$ cat src/rtl/multicycle_control_fsm.sv
// Sequencing controller for the multi-cycle RV32I core: decodes the IR opcode and steps FETCH/DECODE/EXEC/MEM/WB.
// Latency with zero wait states: ALU 4, load 5, store 4, branch/jump/upper 3 cycles.
// Backpressure: memory requests hold until ready; MEM_TIMEOUT wait cycles without ready traps (sticky until reset).
module multicycle_control_fsm #(
    parameter int MEM_TIMEOUT = 16,
    parameter int CNT_W       = 32
) (
    input  logic             clk_i,
    input  logic             rst_ni,
    input  logic [6:0]       opcode_i,
    input  logic             imem_ready_i,
    input  logic             dmem_ready_i,
    input  logic             branch_taken_i,
    output logic             imem_req_o,
    output logic             dmem_req_o,
    output logic             dmem_we_o,
    output logic             ir_we_o,
    output logic             pc_we_o,
    output logic [1:0]       pc_src_o,
    output logic [1:0]       alu_src_a_o,
    output logic [1:0]       alu_src_b_o,
    output logic [2:0]       ImmSel_o,
    output logic [2:0]       ALUOp_o,
    output logic             reg_write_o,
    output logic [1:0]       result_src_o,
    output logic             retire_o,
    output logic [CNT_W-1:0] instret_o,
    output logic             trap_o,
    output logic [1:0]       trap_cause_o
);
    localparam int WC_W = $clog2(MEM_TIMEOUT + 1);
    localparam logic [WC_W-1:0] TIMEOUT_V = WC_W'(MEM_TIMEOUT);

    localparam logic [6:0] OP_RTYPE = 7'h33, OP_ITYPE = 7'h13, OP_LOAD = 7'h03, OP_STORE = 7'h23;
    localparam logic [6:0] OP_BRANCH = 7'h63, OP_JAL = 7'h6F, OP_JALR = 7'h67;
    localparam logic [6:0] OP_LUI = 7'h37, OP_AUIPC = 7'h17;

    typedef enum logic [2:0] {IMM_NONE, IMM_I, IMM_S, IMM_B, IMM_U, IMM_J} imm_sel_e;
    typedef enum logic [2:0] {
        ALUOP_NONE, ALUOP_ADD, ALUOP_RTYPE, ALUOP_ITYPE_ARITH, ALUOP_MEM_ADDR, ALUOP_BRANCH
    } alu_op_class_e;
    typedef enum logic [3:0] {
        S_IDLE, S_FETCH, S_DECODE, S_EXEC, S_WB_ALU, S_MEM_ADDR, S_MEM_RD,
        S_MEM_WR, S_WB_MEM, S_BRANCH, S_JUMP, S_UPPER, S_TRAP
    } state_e;

    state_e          state, state_d;
    logic [WC_W-1:0] wait_cnt;
    logic [1:0]      cause_d;
    logic            mem_wait, mem_ready, timeout;
    imm_sel_e        imm_sel;
    alu_op_class_e   alu_op;

    function automatic imm_sel_e imm_of(input logic [6:0] op);
        case (op)
            OP_ITYPE, OP_LOAD, OP_JALR: imm_of = IMM_I;
            OP_STORE:                   imm_of = IMM_S;
            OP_BRANCH:                  imm_of = IMM_B;
            OP_LUI, OP_AUIPC:           imm_of = IMM_U;
            OP_JAL:                     imm_of = IMM_J;
            default:                    imm_of = IMM_NONE;
        endcase
    endfunction

    assign mem_wait  = (state == S_FETCH) || (state == S_MEM_RD) || (state == S_MEM_WR);
    assign mem_ready = (state == S_FETCH) ? imem_ready_i : dmem_ready_i;
    // Ready in the limit cycle still wins; only a miss at the limit traps.
    assign timeout   = mem_wait && !mem_ready && (wait_cnt == TIMEOUT_V);

    always_comb begin
        state_d = state;
        cause_d = 2'd0;
        case (state)
            S_IDLE:   state_d = S_FETCH;
            S_FETCH: begin
                if (imem_ready_i) state_d = S_DECODE;
                else if (timeout) begin state_d = S_TRAP; cause_d = 2'd2; end
            end
            S_DECODE: begin
                case (opcode_i)
                    OP_RTYPE, OP_ITYPE:  state_d = S_EXEC;
                    OP_LOAD, OP_STORE:   state_d = S_MEM_ADDR;
                    OP_BRANCH:           state_d = S_BRANCH;
                    OP_JAL, OP_JALR:     state_d = S_JUMP;
                    OP_LUI, OP_AUIPC:    state_d = S_UPPER;
                    default: begin state_d = S_TRAP; cause_d = 2'd1; end
                endcase
            end
            S_EXEC:     state_d = S_WB_ALU;
            S_MEM_ADDR: state_d = (opcode_i == OP_LOAD) ? S_MEM_RD : S_MEM_WR;
            S_MEM_RD: begin
                if (dmem_ready_i) state_d = S_WB_MEM;
                else if (timeout) begin state_d = S_TRAP; cause_d = 2'd3; end
            end
            S_MEM_WR: begin
                if (dmem_ready_i) state_d = S_FETCH;
                else if (timeout) begin state_d = S_TRAP; cause_d = 2'd3; end
            end
            S_WB_ALU, S_WB_MEM, S_BRANCH, S_JUMP, S_UPPER: state_d = S_FETCH;
            S_TRAP:   state_d = S_TRAP;
            default:  state_d = S_IDLE;
        endcase
    end

    always_comb begin
        imem_req_o   = 1'b0;
        dmem_req_o   = 1'b0;
        dmem_we_o    = 1'b0;
        ir_we_o      = 1'b0;
        pc_we_o      = 1'b0;
        pc_src_o     = 2'd0;
        alu_src_a_o  = 2'd0;
        alu_src_b_o  = 2'd0;
        imm_sel      = IMM_NONE;
        alu_op       = ALUOP_NONE;
        reg_write_o  = 1'b0;
        result_src_o = 2'd0;
        retire_o     = 1'b0;
        case (state)
            S_FETCH: begin
                imem_req_o = 1'b1;
                ir_we_o    = imem_ready_i;
                pc_we_o    = imem_ready_i;
            end
            S_DECODE: imm_sel = imm_of(opcode_i);
            S_EXEC: begin
                alu_src_a_o = 2'd1;
                if (opcode_i == OP_RTYPE) begin
                    alu_op = ALUOP_RTYPE;
                end else begin
                    alu_src_b_o = 2'd1;
                    imm_sel     = IMM_I;
                    alu_op      = ALUOP_ITYPE_ARITH;
                end
            end
            S_WB_ALU: begin reg_write_o = 1'b1; retire_o = 1'b1; end
            S_MEM_ADDR: begin
                alu_src_a_o = 2'd1;
                alu_src_b_o = 2'd1;
                imm_sel     = imm_of(opcode_i);
                alu_op      = ALUOP_MEM_ADDR;
            end
            S_MEM_RD: dmem_req_o = 1'b1;
            S_MEM_WR: begin
                dmem_req_o = 1'b1;
                dmem_we_o  = 1'b1;
                retire_o   = dmem_ready_i;
            end
            S_WB_MEM: begin reg_write_o = 1'b1; result_src_o = 2'd1; retire_o = 1'b1; end
            S_BRANCH: begin
                alu_src_a_o = 2'd1;
                imm_sel     = IMM_B;
                alu_op      = ALUOP_BRANCH;
                pc_src_o    = 2'd1;
                pc_we_o     = branch_taken_i;
                retire_o    = 1'b1;
            end
            S_JUMP: begin
                reg_write_o  = 1'b1;
                result_src_o = 2'd2;
                pc_we_o      = 1'b1;
                retire_o     = 1'b1;
                imm_sel      = imm_of(opcode_i);
                if (opcode_i == OP_JAL) begin
                    pc_src_o = 2'd1;
                end else begin
                    pc_src_o    = 2'd2;
                    alu_src_a_o = 2'd1;
                    alu_src_b_o = 2'd1;
                    alu_op      = ALUOP_ADD;
                end
            end
            S_UPPER: begin
                reg_write_o = 1'b1;
                retire_o    = 1'b1;
                imm_sel     = IMM_U;
                if (opcode_i == OP_LUI) begin
                    result_src_o = 2'd3;
                end else begin
                    alu_src_a_o = 2'd2;
                    alu_src_b_o = 2'd1;
                    alu_op      = ALUOP_ADD;
                end
            end
            default: ;
        endcase
    end

    assign ImmSel_o = imm_sel;
    assign ALUOp_o  = alu_op;

    always_ff @(posedge clk_i or negedge rst_ni) begin
        if (!rst_ni) begin
            state        <= S_IDLE;
            wait_cnt     <= '0;
            instret_o    <= '0;
            trap_o       <= 1'b0;
            trap_cause_o <= 2'd0;
        end else begin
            state <= state_d;
            if (state_d != state)
                wait_cnt <= '0;
            else if (mem_wait && !mem_ready)
                wait_cnt <= wait_cnt + 1'b1;
            if (retire_o)
                instret_o <= instret_o + 1'b1;
            if (state_d == S_TRAP && state != S_TRAP) begin
                trap_o       <= 1'b1;
                trap_cause_o <= cause_d;
            end
        end
    end
endmodule

$ cat config.mk
export PLATFORM = sky130hd
export DESIGN_NAME = multicycle_control_fsm
export DESIGN_NICKNAME = d
export VERILOG_FILES = /design/src/rtl/multicycle_control_fsm.sv
export SDC_FILE = /design/constraint.sdc
export NUM_CORES = 1
export LEC_CHECK = 0
export ABC_AREA = 1
export CAP_MARGIN = 20
export CELL_PAD_IN_SITES_DETAIL_PLACEMENT = 1
export CELL_PAD_IN_SITES_GLOBAL_PLACEMENT = 1
export CORE_ASPECT_RATIO = 0.8
export CORE_MARGIN = 4
export CORE_UTILIZATION = 40
export CTS_BUF_LIST = sky130_fd_sc_hd__clkbuf_4
export DETAILED_ROUTE_END_ITERATION = 12
export PLACE_DENSITY = 0.95
export SKIP_LAST_GASP = 1
export SYNTH_ARGS = -nofsm -noshare
export SYNTH_HDL_FRONTEND = slang
export SYNTH_SLANG_ARGS = --single-unit
$ cat constraint.sdc
create_clock -name clk_i -period 3.2 [get_ports clk_i]
set_input_delay 0.32 -clock clk_i [delete_from_list [all_inputs] [get_ports clk_i]]
set_output_delay 0.32 -clock clk_i [all_outputs]
set_load 0.005 [all_outputs]
; ---- Yosys cells after proc, flatten, opt, wreduce, memory -nomap -nowiden
; Cells that the tools add are included.
[totals]
out_inout_bits = 56
input_bits = 12
reg_bits = 44
elab_cells = 92
[classes]
n_mux = 40
addsub = 2
n_eq_ne = 25
n_reduce_logical = 20
[op_table]
columns = operator, count
row1 = $add A32 B1 Y32 const B, 1
row2 = $pmux W4 S8, 1
row3 = $pmux W3 S5, 2
row4 = $eq A4 B4 Y1 const B, 6
row5 = $eq A7 B6 Y1 const B, 3
row6 = $eq A7 B7 Y1 const B, 3
row7 = $pmux W4 S5, 1
row8 = $pmux W2 S3, 3
row9 = $eq A4 B3 Y1 const B, 4
row10 = $mux W4, 4
row11 = $mux W1, 15
row12 = $eq A7 B5 Y1 const B, 2
row13 = $mux W2, 7
row14 = $pmux W3 S4, 1
row15 = $mux W5, 2
row16 = $reduce_or A2 Y1, 5
row17 = $reduce_or A3 Y1, 3
row18 = $reduce_or A9 Y1, 1
row19 = $eq A4 B2 Y1 const B, 2
row20 = $eq A7 B2 Y1 const B, 1
row21 = $reduce_or A6 Y1, 1
row22 = $add A5 B1 Y5 const B, 1
row23 = $eq A5 B5 Y1 const B, 1
row24 = $reduce_or A5 Y1, 1
row25 = other kinds (13), 16

; ---- Depth between registers and ports, before layout
; Gate-level depths: netlist of the first run.
[depth]
depth_word = 10
ltp_mapped = 12
depth_no_buf = 11

; ---- Least setup slack after synthesis of the first run
; No wires, ideal clock.
[synth_timing]
path_type = register to register
start = register wait_cnt[0]
end = register wait_cnt[2]
arrival_ns = 1.592
n_path_buf = 0
setup_time_ns = 0.123
required_time_ns = 3.077
synth_period_minus_slack_ns = 1.715
setup_slack_ns = 1.485
stages_incl_launch_ff = 12
path_cell_list = dfrtp_1 inv_1 ha_1 nand2_1 nor3_1 o21ai_0 nor2_1 nand3_1 nand2_1 nand2_1 nand2_1 nor3_1
[synth_between]
elab_chain_len = 7
word_cells_on_any_way = 12
cone_classes = add/sub (1) / eq/ne (2) / mux (7) / reduce/logical (2)
[synth_rtl]
columns = item, line
row1 = start: declaration, 48  ; logic [WC_W-1:0] wait_cnt;
row2 = start signal: assignment, 204  ; wait_cnt <= wait_cnt + 1'b1;
row3 = $eq A5 B5 Y1 *, 68  ; assign timeout = mem_wait && !mem_ready && (wait_cnt == TIMEOUT_V);
row4 = $logic_and A1 B1 Y1 *, 68
row5 = $mux W4 *, "77, 93, 97"
row6 = $mux W4 (on tied branches), "96, 76, 92"
row7 = $pmux W4 S8 *, 73  ; case (state)
row8 = via state_d[0], 47  ; state_e state, state_d;
row9 = $ne A4 B4 Y1 *, 201  ; if (state_d != state)
row10 = $mux W5 / $reduce_bool A2 Y1 (equally long branches), n/a
; Mark *: on every way through the listed nets, which the timed path passes. The rest lies on a longest branch. The select of a mux whose other input is x is not followed.
; A chain may end at the register's enable or synchronous reset.

; ---- Worst setup path in the final report of the first run
[layout_timing]
start = input port opcode_i[5]
end = output port alu_src_b_o[0]
[layout_between]
elab_chain_len = 3
word_cells_on_any_way = 7
cone_classes = eq/ne (3) / mux (4)
[layout_rtl]
columns = item, line
row1 = start: declaration, 10  ; input logic [6:0] opcode_i,
row2 = $eq A7 B6 Y1 (tied with other cells), 177  ; if (opcode_i == OP_LUI) begin
row3 = $mux W1 (on tied branches), "177, 128, 164"
row4 = $pmux W1 S4 *, 119  ; case (state)
row5 = end: declaration, 21  ; output logic [1:0] alu_src_b_o,
; Mark *: on every way between the ends. The rest lies on a longest branch, timed or not.

==> results of run 1 <==
[power by group]
part	leakage, uW	internal (uW)	total, uW	switching [uW]
registers	0.000568	631	738	107
logic	0.00117	469	1140	670
clock network	0.0000230	73.8	245	172
[cells by family (layout without fill, tap and decap cells)]
logic type	after synthesis	count (layout)	share of synthesized area
AND/OR/NAND/NOR	223	223	0.368
AO/OA/AOI/OAI	26	26	0.0455
multiplexers	4	4	0.0155
adder cells (fa/ha/maj)	3	3	0.0129
other	1	1	0.00129
flip-flops	44	44	0.378
XOR/XNOR	33	33	0.0992
buffers and inverters	60	129	0.0794
[layout make-up]
class                   instances  area share
well taps                      87      0.0292
clock buffers                   5      0.0101
multi-input cells             290       0.425
inverters                      56      0.0564
flip-flops and latches         44       0.296
repair buffers                 68       0.184
[metal layers]
layer | track usage | vias up
met4 | 0.0529 | 0
met5 | 0 | -
met1 | 0.320 | 1389
met3 | 0.0382 | 12
li1 | - | 1387
met2 | 0.356 | 58
[cells in the final DEF (no fill, tap or decap), types with 6 or more instances in the layout]
| master | n |
|---|---|
| o21ai_0 | 17 |
| clkdlybuf4s50_1 | 65 |
| nand3_1 | 23 |
| nor3_1 | 23 |
| nand2_1 | 89 |
| nand2_2 | 6 |
| inv_1 | 52 |
| nor2_1 | 47 |
| nand4_1 | 13 |
| xor2_1 | 31 |
| dfrtp_1 | 44 |
| a21oi_1 | 7 |
| nor2_2 | 8 |
[state kept, by name, summed over array words and instances, names as in the netlist]
register and flops:
trap_o 1, wait_cnt 5, state 4, trap_cause_o 2
instret_o 32
[stage by stage]
stage                     cell area, sq um  instances  utilization  worst slack [ps]  hold WS [ps]
after global routing                  3720        550        0.533               259           440
after detailed placement              3660        543        0.523               475           476
final                                 3720        550        0.533               469           422
after CTS                             3690        548        0.528               471           142
after global placement                3660        543        0.523               651           449
after floorplan                       2910        394            -              1490          24.4
[worst min-delay path by stage]
stage	startpoint	endpoint	slack (ps)	cells after the start
floorplan	rst_ni	instret_o[0]	20	0
global placement	trap_o	trap_o	450	2
detailed placement	trap_cause_o[0]	trap_cause_o[0]	480	2
CTS	rst_ni	instret_o[10]	140	1
global route	rst_ni	instret_o[25]	440	2
finish	rst_ni	instret_o[17]	420	2
[worst max-delay path: stages]
cell and delay, ps:
clkdlybuf4s50_1 480, inv_1 80, nor2_1 190, nand4_1 190, nor2_1 270, nor2_1 110
nor3_1 230, nand2_1 80, clkdlybuf4s50_1 460
==> results_dict.tcl, run 1 <==
set metrics [dict create \
    crit_type "input port to primary output" \
    clock_skew_ps 15.9 \
    grt_max_degree 45 \
    core_sq_um 6990 \
    multi_input_area_sq_um 1580 \
    wl_met2_mm 4.49 \
    p_per_area_nw_per_um2 570 \
    detail-route-antenna-nets 0 \
    htreeDepth 2 \
    async_flop_share 1.00 \
    ys_warn_count 0 \
    yosysTopAreaCell "dfrtp_1" \
    tns_ps 0 \
    postCtsSetupBuffers 0 \
    grt_use_total 0.225 \
    num_antenna_cells 0 \
    irDropWorstVdd_v 0.000351 \
    max-clock-path-buffers 2 \
    cts_made_buffers 5 \
    synth-edff-count 0 \
    cts_hold_buf 0 \
    synth_nets 409 \
    synth-seq-cells 44 \
    end_kind "primary output" \
    overflow 0 \
    yosysSeqAreaShare 0.378 \
    cts_tree "yes" \
    leakage_uw 0.00176 \
    post_drt_wl_per_cell_microns 16.8 \
    cp-startpoint "opcode_i[5]" \
    die_w_microns 103 \
    dieHeight_microns 84.3 \
    synthTopCellsByArea "dfrtp_1, nand2_1, xor2_1" \
    drt_iter0_drc 110 \
    rsz0062_at_grt "false" \
    m1WireLength_mm 4.32 \
    start_util 0.417 \
    routed.top_layer "met4" \
    critPathLaunchType "input port" \
    period_share 0.853 \
    yosysUniqueCellTypes 29 \
    synthToLayoutAreaGrowth_pct 27.8 \
    finalSetupViolCount 0 \
    cap_violations 0 \
    dpl.hpwl_mm 7.47 \
    cts_resized 0 \
    fmax_mhz 366 \
    grt_pass1_vias 3103 \
    antenna_found_initial 0 \
    netlist.area_leader.share 0.378 \
    first_pass_iters 4 \
    min_period_ps 2730 \
    maxSlewHeadroom 0.546 \
    grt_first_pass_wirelength_mm 15.7 \
    path_max_fanout 4 \
    critical_path.endpoint "alu_src_b_o[0]" \
    routed-wl-met3_microns 336 \
    hold_path.class "input port to asynchronous set/reset pin" \
    register_area_sq_um 1100 \
    routabilityCongestion 0.838 \
    nets 480 \
    worst_slew_pin_slew_ps 676 \
    worstRegToRegCells 10 \
    num_vias 2846 \
    cts_root_buf "clkbuf_4" \
    final_max_slew_viol_count 0 \
    synth_common_cells "nand2_1, inv_1, nor2_1, dfrtp_1, xor2_1" \
    portBuffers 66 \
    die_area_sq_um 8720 \
    arrival_ps 2410 \
    rr_startpoint "wait_cnt[0]" \
    r2r_setup_slack_ps 950 \
    wirelength_mm 9.26 \
    clock-sinks 44 \
    hold_violations 0 \
    outcome "completed" \
    insertion_delay_ps 360 \
    clk_pin_slew_ps 130 \
    syn_area_sq_um 2910 \
    netlist_instances 394 \
    drc 0 \
    viasPerCell 5.17 \
    yosysMostFrequentCell "nand2_1" \
    fin_total_pwr_uw 2120 \
    io_pins 68 \
    drive_gt1_frac 0.0886 \
    r2r_end "wait_cnt[3]" \
    synth.avg_cell_area_sq_um 7.40 \
    fillCellCount 891 \
    cp_data_required_time_ps 2880 \
    synth-main-ff-cell "dfrtp_1" \
    rows 27 \
]
Power figures use the tool's default switching activity.
==> run 2: changes to the inputs <==
--- a/config.mk
+++ b/config.mk
@@ -8,13 +8,13 @@
 export ABC_AREA = 1
 export CAP_MARGIN = 20
 export CELL_PAD_IN_SITES_DETAIL_PLACEMENT = 1
-export CELL_PAD_IN_SITES_GLOBAL_PLACEMENT = 1
+export CELL_PAD_IN_SITES_GLOBAL_PLACEMENT = 2
 export CORE_ASPECT_RATIO = 0.8
 export CORE_MARGIN = 4
-export CORE_UTILIZATION = 40
+export CORE_UTILIZATION = 31
 export CTS_BUF_LIST = sky130_fd_sc_hd__clkbuf_4
 export DETAILED_ROUTE_END_ITERATION = 12
-export PLACE_DENSITY = 0.95
+export PLACE_DENSITY = 0.88
 export SKIP_LAST_GASP = 1
 export SYNTH_ARGS = -nofsm -noshare
 export SYNTH_HDL_FRONTEND = slang
==> run 2 against run 1 <==
Net effect:
- fmax grew 1.1%
- cell count grew 5.5%
- design area grew 1.5%
- via count shrank 0.98%
- critical path depth shrank 1
==> results_dict.tcl, run 2 (synthesis results as in run 1) <==
set metrics [dict create \
    grt_first_pass_wirelength_mm 14.4 \
    fin_total_pwr_uw 2140 \
    fmax_mhz 370 \
    reg.largest.list "instret_o x32, wait_cnt x5, state x4" \
    largest_register "instret_o" \
    num_antenna_cells 0 \
    dieHeight_microns 94.7 \
    clk_pin_slew_ps 130 \
    cts_resized 0 \
    num_vias 2818 \
    final_common_cell "nand2_1" \
    crit_top_cell "nor2_1" \
    min_period_ps 2700 \
    rsz0062_at_grt "false" \
    final_max_slew_viol_count 0 \
    hold_path.class "input port to asynchronous set/reset pin" \
    path_buf_inv 3 \
    cts_root_buf "clkbuf_4" \
    irDropWorstVdd_v 0.000200 \
    clock-sinks 44 \
    start_util 0.320 \
    overflow 0 \
    critPathTopFamily "simple AND/OR/NAND/NOR gates" \
    most-common-layout-cells "nand2_1, clkdlybuf4s50_1, inv_1, nor2_1, dfrtp_1" \
    grt_use_total 0.165 \
    detail-route-antenna-nets 0 \
    p_per_area_nw_per_um2 565 \
    io_pins 68 \
    postCtsSetupBuffers 0 \
    crit_slowest_cell "dfrtp_1" \
    largest_register_ffs 32 \
    critPathLaunchType "flip-flop" \
    cap_violations 0 \
    portBuffers 66 \
    crit_type "flip-flop to primary output" \
    die_area_sq_um 11000 \
    cp_data_required_time_ps 2880 \
    cts_hold_buf 0 \
    hold_violations 0 \
    drt_iter0_drc 71 \
    first_pass_iters 4 \
    htreeDepth 2 \
    viasPerCell 4.86 \
    antenna_found_initial 0 \
    grt_pass1_vias 2837 \
    worstPathCellList "nor2_1 -> inv_1 -> nor2_1 -> inv_1 -> nor2_1 -> nor3_1 -> nand2_1 -> clkdlybuf4s50_1" \
    drive_gt1_frac 0.0925 \
    drc 0 \
    insertion_delay_ps 360 \
    preCtsSetupSlack_ps 482 \
    critical-path-max-stage-delay_ps 540 \
    outcome "completed" \
    routabilityCongestion 0.792 \
    setup_ws_ps 498 \
    finalSetupViolCount 0 \
    grt_max_degree 45 \
    synthToLayoutAreaGrowth_pct 29.7 \
    clock_skew_ps 11.5 \
    die_w_microns 116 \
    core_sq_um 9110 \
    period_share 0.844 \
    rows 31 \
    path_max_fanout 8 \
    worst_slew_pin_slew_ps 725 \
    cts_tree "yes" \
    tns_ps 0 \
    cts_made_buffers 5 \
    arrival_ps 2380 \
    maxSlewHeadroom 0.513 \
    nets 480 \
    max-clock-path-buffers 2 \
    end_kind "primary output" \
    leakage_uw 0.00178 \
    wirelength_mm 8.63 \
    post_drt_wl_per_cell_microns 14.9 \
    dpl.hpwl_mm 7.01 \
]
==> run 2: per-stage QoR <==
step | std cells | hold slack [ps] | instance area [sq um] | util
after CTS | 578 | 151 | 3740 | 0.411
after global placement | 571 | 457 | 3690 | 0.405
final | 580 | 481 | 3780 | 0.415
after global routing | 580 | 494 | 3780 | 0.415
after floorplan | 394 | 24.4 | 2910 | -
after detailed placement | 571 | 461 | 3690 | 0.405
==> run 2: worst reg2reg max path: stages, from the launching register on <==
cell and delay [ps]:
dfrtp_1 420, inv_1 100, ha_1 150, nand2_1 50, nor3_1 560, o21ai_0 190, nor2_1 170, nand3_1 140
nand2_1 80, nand2_1 50, nand2_1 180, nor3_1 70
==> run 2: path summary, 6_finish.rpt <==
path	from	endpoint	slack, ps	cells past startpoint
worst max-delay path	state[2]	alu_src_b_o[0]	500	8
worst min-delay path	rst_ni	instret_o[22]	480	2
worst max register to register	wait_cnt[0]	wait_cnt[0]	940	11
worst min register to register	instret_o[31]	instret_o[31]	480	1
max in group asynchronous	rst_ni	wait_cnt[4]	2190	3
min in group clk_i	instret_o[31]	instret_o[31]	480	1
==> run 2: cell type report <==
class                   instances  area (sq um)
multi-input cells             290          1580
clock buffers                   6          45.0
flip-flops and latches         44          1100
inverters                      56           210
fillers                      1134          5340
clock inverters                 1          5.00
well taps                     115           144
repair buffers                 68           693
==> run 2: report_power, final <==
part / leakage (uW) / switching, uW / total (uW) / internal [uW]
Combinational: 0.00118 / 660 / 1130 / 468
Sequential: 0.000568 / 107 / 737 / 631
Clock: 0.0000315 / 182 / 272 / 89.8
Total: 0.00178 / 948 / 2140 / 1190
==> run 2: metal layers <==
layer	wire length (microns)	track usage	up-vias
met5	0	0	-
met4	45	0.0261	0
met3	294	0.0256	5
met2	3810	0.250	38
met1	4490	0.249	1379
li1	-	-	1396
